$ cat config.mk
export PLATFORM = sky130hd
export DESIGN_NAME = pwm_multi_gen
export DESIGN_NICKNAME = d
export VERILOG_FILES = /design/src/rtl/pwm_pkg.sv /design/src/rtl/pwm_cmp_ch.sv /design/src/rtl/pwm_multi_gen.sv
export SDC_FILE = /design/constraint.sdc
export NUM_CORES = 1
export LEC_CHECK = 0
export CORE_ASPECT_RATIO = 0.75
export CORE_UTILIZATION = 35
export CTS_BUF_LIST = sky130_fd_sc_hd__clkbuf_8
export DETAILED_ROUTE_END_ITERATION = 6
export GPL_TIMING_DRIVEN = 1
export PLACE_DENSITY_LB_ADDON = 0.05
export SLEW_MARGIN = 10
export SYNTH_ARGS = -nofsm -noshare
export SYNTH_HDL_FRONTEND = slang
export SYNTH_HIERARCHICAL = 1
export SYNTH_SLANG_ARGS = --single-unit
$ cat constraint.sdc
create_clock -name clk -period 3.2 [get_ports clk]
set_input_delay 0.32 -clock clk [delete_from_list [all_inputs] [get_ports clk]]
set_output_delay 0.32 -clock clk [all_outputs]
set_load 0.05 [all_outputs]
$ cat src/rtl/pwm_pkg.sv
// pwm_pkg: shared types and reset constants for the multi-channel PWM block.
//   pwm_mode_e     : alignment mode (PWM_EDGE = 0, PWM_CENTER = 1)
//   PWM_RST_PERIOD : reset value for period registers (all ones, sliced to W)
//   PWM_RST_DUTY   : reset value for duty registers (zero, sliced to W)
package pwm_pkg;

  typedef enum logic {
    PWM_EDGE   = 1'b0,
    PWM_CENTER = 1'b1
  } pwm_mode_e;

  // Widest supported counter; users slice [W-1:0].
  localparam int PWM_MAX_W = 16;

  localparam logic [PWM_MAX_W-1:0] PWM_RST_PERIOD = '1;
  localparam logic [PWM_MAX_W-1:0] PWM_RST_DUTY   = '0;

endpackage

$ cat src/rtl/pwm_cmp_ch.sv
// pwm_cmp_ch: one PWM channel -- duty shadow register, active duty register,
// magnitude compare against the shared counter, and the output flop.
//   clk      in  clock
//   rst      in  synchronous active-high reset
//   en       in  run enable (output forced low when 0)
//   load     in  copy duty shadow into active duty this cycle
//   duty_wr  in  duty shadow write strobe
//   duty_sel in  channel index addressed by duty_wr
//   duty     in  duty value for the shadow
//   cnt      in  shared period counter
//   pwm_out  out registered channel output (high iff cnt < active duty)
module pwm_cmp_ch
  import pwm_pkg::*;
#(
  parameter int W   = 8,
  parameter int SW  = 2,
  parameter int IDX = 0
) (
  input  logic          clk,
  input  logic          rst,
  input  logic          en,
  input  logic          load,
  input  logic          duty_wr,
  input  logic [SW-1:0] duty_sel,
  input  logic [W-1:0]  duty,
  input  logic [W-1:0]  cnt,
  output logic          pwm_out
);

  logic [W-1:0] duty_sh_q, duty_sh_d;
  logic [W-1:0] duty_q, duty_d;
  logic         out_q, out_d;
  logic         wr_hit;

  // Indices with no matching channel simply hit nothing.
  assign wr_hit = duty_wr && (duty_sel == SW'(IDX));

  always_comb begin
    duty_sh_d = duty_sh_q;
    duty_d    = duty_q;
    out_d     = 1'b0;
    if (wr_hit) duty_sh_d = duty;
    // Load takes the pre-write shadow, so a write in the boundary cycle
    // waits for the following boundary.
    if (load) duty_d = duty_sh_q;
    out_d = en && (cnt < duty_q);
  end

  always_ff @(posedge clk) begin
    if (rst) begin
      duty_sh_q <= PWM_RST_DUTY[W-1:0];
      duty_q    <= PWM_RST_DUTY[W-1:0];
      out_q     <= 1'b0;
    end else begin
      duty_sh_q <= duty_sh_d;
      duty_q    <= duty_d;
      out_q     <= out_d;
    end
  end

  assign pwm_out = out_q;

endmodule

$ cat src/rtl/pwm_multi_gen.sv
// pwm_multi_gen: CH-channel PWM generator sharing one period counter.
// Period, mode and duties are double-buffered (shadow -> active at a period
// boundary) so outputs never see a truncated or glitched period.
//   clk, rst     clock and synchronous active-high reset
//   en           run enable; low parks counter at 0, outputs low
//   period       period shadow value, captured on period_wr
//   period_wr    period/mode shadow write strobe
//   mode         alignment mode shadow (0 edge, 1 center), captured on period_wr
//   duty_wr      duty shadow write strobe
//   duty_sel     channel index for duty_wr (indices >= CH ignored)
//   duty         duty value for the selected channel shadow
//   pwm_out      registered PWM outputs, one per channel
//   period_tick  one-cycle pulse in the first output cycle of each period
// Build option: define PWM_CENTER_EN to compile in center-aligned (up/down)
// counting; otherwise the block is edge-aligned only and `mode` is unused.
//
// Write strobes: period_wr and duty_wr are single-cycle, always accepted
// (no backpressure); the written value reaches the active register at the
// next period boundary after the write cycle.
module pwm_multi_gen
  import pwm_pkg::*;
#(
  parameter int CH = 4,
  parameter int W  = 8
) (
  input  logic                                clk,
  input  logic                                rst,
  input  logic                                en,
  input  logic [W-1:0]                        period,
  input  logic                                period_wr,
  input  logic                                mode,
  input  logic                                duty_wr,
  input  logic [$clog2(CH > 1 ? CH : 2)-1:0]  duty_sel,
  input  logic [W-1:0]                        duty,
  output logic [CH-1:0]                       pwm_out,
  output logic                                period_tick
);

  localparam int SW = $clog2(CH > 1 ? CH : 2);
  localparam logic [W-1:0] ONE = {{(W-1){1'b0}}, 1'b1};

  logic [W-1:0] cnt_q, cnt_d;
  logic [W-1:0] per_sh_q, per_sh_d;
  logic [W-1:0] per_q, per_d;
  logic         fresh_q, fresh_d;   // next cycle is the first of a period
  logic         tick_q, tick_d;
  logic         boundary;
  logic         load;

`ifdef PWM_CENTER_EN
  pwm_mode_e    mode_sh_q, mode_sh_d;
  pwm_mode_e    mode_q, mode_d;
  logic         dir_q, dir_d;       // 1 = counting down
`else
  logic         unused_mode;
  assign unused_mode = mode;
`endif

  // Last cycle of the current period.
  always_comb begin
    boundary = 1'b0;
    if (per_q == '0) begin
      boundary = 1'b1;
`ifdef PWM_CENTER_EN
    end else if (mode_q == PWM_CENTER) begin
      boundary = (cnt_q == '0) && dir_q;
`endif
    end else begin
      boundary = (cnt_q == per_q);
    end
  end

  // While parked, actives track shadows so the first enabled period is fresh.
  assign load = !en || boundary;

  always_comb begin
    per_sh_d = period_wr ? period : per_sh_q;
    per_d    = load ? per_sh_q : per_q;
    cnt_d    = cnt_q;
    fresh_d  = !en || boundary;
    tick_d   = en && fresh_q;
`ifdef PWM_CENTER_EN
    mode_sh_d = period_wr ? pwm_mode_e'(mode) : mode_sh_q;
    mode_d    = load ? mode_sh_q : mode_q;
    dir_d     = dir_q;
`endif
    if (!en || boundary) begin
      cnt_d = '0;
`ifdef PWM_CENTER_EN
      dir_d = 1'b0;
    end else if (mode_q == PWM_CENTER) begin
      // Turning points repeat: P-1 appears once going up, once going down.
      if (!dir_q) begin
        if (cnt_q == per_q - ONE) dir_d = 1'b1;
        else                      cnt_d = cnt_q + ONE;
      end else begin
        cnt_d = cnt_q - ONE;
      end
`endif
    end else begin
      cnt_d = cnt_q + ONE;
    end
  end

  always_ff @(posedge clk) begin
    if (rst) begin
      cnt_q     <= '0;
      per_sh_q  <= PWM_RST_PERIOD[W-1:0];
      per_q     <= PWM_RST_PERIOD[W-1:0];
      fresh_q   <= 1'b1;
      tick_q    <= 1'b0;
`ifdef PWM_CENTER_EN
      mode_sh_q <= PWM_EDGE;
      mode_q    <= PWM_EDGE;
      dir_q     <= 1'b0;
`endif
    end else begin
      cnt_q     <= cnt_d;
      per_sh_q  <= per_sh_d;
      per_q     <= per_d;
      fresh_q   <= fresh_d;
      tick_q    <= tick_d;
`ifdef PWM_CENTER_EN
      mode_sh_q <= mode_sh_d;
      mode_q    <= mode_d;
      dir_q     <= dir_d;
`endif
    end
  end

  assign period_tick = tick_q;

  for (genvar i = 0; i < CH; i++) begin : g_ch
    pwm_cmp_ch #(
      .W   (W),
      .SW  (SW),
      .IDX (i)
    ) u_ch (
      .clk      (clk),
      .rst      (rst),
      .en       (en),
      .load     (load),
      .duty_wr  (duty_wr),
      .duty_sel (duty_sel),
      .duty     (duty),
      .cnt      (cnt_q),
      .pwm_out  (pwm_out[i])
    );
  end

endmodule

Word-level counts from Yosys, hierarchy flattened
Index checks and enable logic that the tools add are counted.
Word-level totals
  output and inout port bits: 5
  logic and storage cells: 41
  register bits after elaboration: 94
  bits of input ports: 24
Operators by class
  reductions and logical operators: 14
  add/sub/neg operators: 1
  order comparisons: 4
  multiplexer cells: 1
  eq/ne operators: 4
Operators by type and width (count)
  < comparator 8 bit: 4
  logical AND 1 bit: 9
  adder 8 x 1 -> 8 bit, second input constant: 1
  equality test 8 bit: 1
  zero test 8 bit: 1
  equality test 2 bit, second input constant: 2
  equality test 2 x 1 -> 1 bit, second input constant: 1
  zero test 2 bit: 1
  OR reduction 2 bit: 1
  zero test 1 bit: 1
  logical OR 1 bit: 1
  two-way mux 1 bit: 1

Depth between registers and ports, before layout
  depth in word-level cells: 4
  gate-level depth with buffers: 6
  mapped depth without buffers: 6

By module
The synthesis kept the hierarchy.
Modules (own cells, without submodules)
  pwm_cmp_ch at g_ch[0].u_ch ...: cells an instance 77, area an instance 770.7 um^2, seq. area each 340.3 um^2, times used 3
  pwm_multi_gen: cells an instance 95, area an instance 1027.2 um^2, seq. area each 520.5 um^2, times used 1
  pwm_cmp_ch at g_ch[3].u_ch: cells an instance 76, area an instance 768.2 um^2, seq. area each 340.3 um^2, times used 1

Worst setup path after synthesis
No wires, ideal clock.
  kind: register to register
  start point: register cnt_q[3]
  end point: register g_ch[0].u_ch.duty_q[0]
  cell stages (with the launch flop): 7
  arrival time: 1.656 ns
  period minus slack after synthesis: 1.783 ns
  path slack: 1.417 ns
  library setup time: 0.128 ns
  path through: dfxtp_1 > xnor2_1 > nand4_2 > o21ai_2 > buf_2 > mux2i_1 > nor2_1
Between the ends
  word-level cells in the longest chain between the ends: 3
RTL lines
  start: declaration: line pwm_multi_gen.sv:42  | logic [W-1:0] cnt_q, cnt_d;
  start signal: assignment: line pwm_multi_gen.sv:118  | cnt_q <= cnt_d;
  equality test 8 bit: line pwm_multi_gen.sv:69  | boundary = (cnt_q == per_q);
  two-way mux 1 bit: line pwm_multi_gen.sv:62  | if (per_q == '0) begin
  logical OR 1 bit
  named net fresh_d: line pwm_multi_gen.sv:45  | logic fresh_q, fresh_d;
  end signal: assignment: line pwm_cmp_ch.sv:52  | duty_q <= PWM_RST_DUTY[W-1:0];
  end signal: assignment: line pwm_cmp_ch.sv:56  | duty_q <= duty_d;
  end: declaration: line pwm_cmp_ch.sv:31  | logic [W-1:0] duty_q, duty_d;
The timed path passes the listed nets, and every way through them passes these cells.
A chain may end at the register's enable or synchronous reset.

Final worst setup path
  start point: register cnt_q[2]
  end point: register g_ch[2].u_ch.duty_q[1]
Between the ends
  word-level cells in the longest chain between the ends: 3
RTL lines (line)
  equality test 8 bit: pwm_multi_gen.sv:69
  two-way mux 1 bit: pwm_multi_gen.sv:62
  logical OR 1 bit
  named net fresh_d: pwm_multi_gen.sv:45
  end signal: assignment: pwm_cmp_ch.sv:52
  end signal: assignment: pwm_cmp_ch.sv:56
  end: declaration: pwm_cmp_ch.sv:31
The timed path passes the listed nets, and every way through them passes these cells.

==> flow_summary.ini <==
[grt]
grt_util_all_layers = 0.159
grt_max_degree = 47
grt_pass1_wl_um = 14200
grt_pass1_vias = 2654
antenna_found_initial = 0
overflow = 0

[timing]
finalCritPeriodShare = 0.806
finalSetupViolCount = 0
grt_setup_unrepaired = false
slew_headroom = 0.333
timing.fmax_mhz = 388
finClkSkew_ps = 5.65
finalSetupTns_ps = 0
worstMarginPinSlew_ps = 997
fin_crit_ps = 2580
slew_violations = 0
final_hold_viol_count = 0

[status]
status = completed

[clocking]
cts_sinks = 94
clkLatencyLatePin_ps = 360
clk_pin_slew_ps = 80
cts_buffer_depth = 2
cts_hold_buf = 0
ctsHtreeMaxLevel = 3
cts.repair.resized = 0
cts_buffers = 9
cts_setup_buffers = 0
tritoncts = yes
root_buffer = clkbuf_8

[synthesis]
avgSynthCellArea_um2 = 10.2
ys_seq_elements = 94
syn_nets = 455
yosysSeqAreaShare = 0.458
synth.cell_area_mm2 = 0.00411
synth_top_area_share = 0.458
synth_cell_types = 35
yosysTopAreaCell = dfxtp_1
syn_inst = 402
synthTopCellsByArea = dfxtp_1 46%, mux2i_1 16%, ha_1 8.8%, nor2_1 6.7%, inv_1 2.7%
yosysWarnings = 6

[floorplanning]
start_util = 0.367
num_rows = 33
die_width_um = 127
die_h_um = 95.8
coreArea_mm2 = 0.0112
die_area_mm2 = 0.0122
io_pins = 29

[drt]
vias = 2759
wl_per_cell_um = 15.1
drc = 0
drt-pass1-iter-count = 6
drtAntennaViolNets = 0
routed_wl_um = 8900
routed_via_density = 4.68
drt_iter0_markers = 155

[pwr]
power_leakage_nw = 1.95
p_per_area_mw_per_mm2 = 441
ir_drop_uv = 230
total_power_mw = 2.08

[cells_and_area]
syn2layout_area_growth_pct = 14.7
drive_above_1_share = 0.0718
nets = 483
antennaDiodeCount = 0

[critical_path]
critPathCaptureType = register
worst-endpoint-required_ps = 3440
start_kind = register
cp_max_fo = 25
cp.arrival_ps = 2820
critPathKind = register to register

[placement]
port_buffers = 27
hpwl_um = 6440
gp_congestion = 0.741

[run]
max-cap-violations = 0

[hold_path]
hold_class = register to register
==> where the power goes <==
part	total, mW	internal, mW	leakage [nW]	switching, mW
clock	0.642	0.263	0.0794	0.380
combinational	0.203	0.0961	1.11	0.107
sequential	1.23	1.21	0.766	0.0259
total	2.08	1.57	1.95	0.512
==> layer usage <==
metal | track usage | share of wire
met2 | 0.236 | 0.40
met4 | 0.0476 | 0.012
met3 | 0.0395 | 0.033
met1 | 0.226 | 0.55
met5 | 0 | 0
==> final cells by class <==
type                            instances  area, µm²
Clock buffer                            9        124
Clock inverter                          4       20.0
Fill cell                            1095       6480
Inverter                               30        113
Multi-Input combinational cell        260       2050
Sequential cell                        94       1880
Tap cell                              157        196
Timing Repair Buffer                   35        325
==> logic make-up (layout without fill, tap and decap cells) <==
logic type,count (synthesis),after routing,share of synthesized area
simple gates,108,108,0.123
flops,94,94,0.458
mux,64,64,0.156
buf+inv,48,78,0.0460
compound gates,45,45,0.0987
fa+ha+maj,29,29,0.0883
xor+xnor,14,14,0.0299
==> critical path, stage by stage, from the launching register on <==
cell and delay, ps:
dfxtp_1 590, xnor2_1 200, nand4_2 210, o21ai_4 840
buf_4 370, mux2i_1 200, nor2_1 50
==> worst paths after layout <==
check,startpoint,cells after the start,slack (ps),to
min reg2reg,fresh_q,2,420,period_tick
max reg2reg,cnt_q[2],6,620,g_ch[2].u_ch/duty_q[1]
max,cnt_q[2],6,620,g_ch[2].u_ch/duty_q[1]
min,fresh_q,2,420,period_tick
==> through the flow <==
| step | util | worst slack (ps) | instances | area [µm²] | hold slack [ps] |
|---|---|---|---|---|---|
| floorplan | - | 1420 | 402 | 4110 | 394 |
| global placement | 0.408 | 605 | 576 | 4570 | 402 |
| detailed placement | 0.408 | 590 | 576 | 4570 | 408 |
| CTS | 0.421 | 592 | 589 | 4710 | 419 |
| global route | 0.421 | 398 | 589 | 4710 | 449 |
| finish | 0.421 | 620 | 589 | 4710 | 416 |
==> sequential cells by signal, summed over array words and instances (netlist names) <==
signal and flops:
g_ch.u_ch/duty_q 32, g_ch.u_ch/duty_sh_q 32, cnt_q 8, per_q 8, per_sh_q 8, g_ch.u_ch/pwm_out 4
fresh_q 1, period_tick 1
==> cells in the mapped netlist <==
cell type  count
nor2_1        73
a211oi_1       4
a2111oi_2      4
dfxtp_1       94
a21oi_1        1
o2111ai_1      4
o21ai_2        2
nand3_1        2
nand2b_1       5
nand2_1        4
a21boi_0       1
nand4_1        2
a211o_1        8
nor4_1         2
nand3_2        1
and3_2         1
clkbuf_1      11
o21a_4         1
nand4_2        1
inv_1         30
o21a_1         4
nand3b_1       2
ha_1          29
a31oi_1        4
and3_1         1
xnor2_1       11
nor3b_1        1
a221o_1        8
and2_1         1
buf_2          7
mux2i_1       64
xor2_1         3
o211ai_1       4
or3b_1         4
nor2b_1        8
==> layout by cell type, fill, tap and decap left out, types with 2 or more instances in the layout <==
| cell type | Yosys | layout |
|---|---|---|
| dfxtp_1 | 94 | 94 |
| nor2_1 | 73 | 73 |
| mux2i_1 | 64 | 64 |
| inv_1 | 30 | 32 |
| ha_1 | 29 | 29 |
| clkdlybuf4s50_1 | 0 | 26 |
| xnor2_1 | 11 | 11 |
| clkbuf_8 | 0 | 9 |
| a221o_1 | 8 | 8 |
| nor2b_1 | 8 | 8 |
| a211o_1 | 8 | 8 |
| buf_4 | 0 | 8 |
| nand2b_1 | 5 | 5 |
| or3b_1 | 4 | 4 |
| o2111ai_1 | 4 | 4 |
| nand2_1 | 4 | 4 |
| a211oi_1 | 4 | 4 |
| o21a_1 | 4 | 4 |
| o211ai_1 | 4 | 4 |
| a31oi_1 | 4 | 4 |
| a2111oi_2 | 4 | 4 |
| xor2_1 | 3 | 3 |
| nand4_1 | 2 | 2 |
| nor4_1 | 2 | 2 |
| nand3_1 | 2 | 2 |
| nand3b_1 | 2 | 2 |
(Power assumes the default switching activity.)
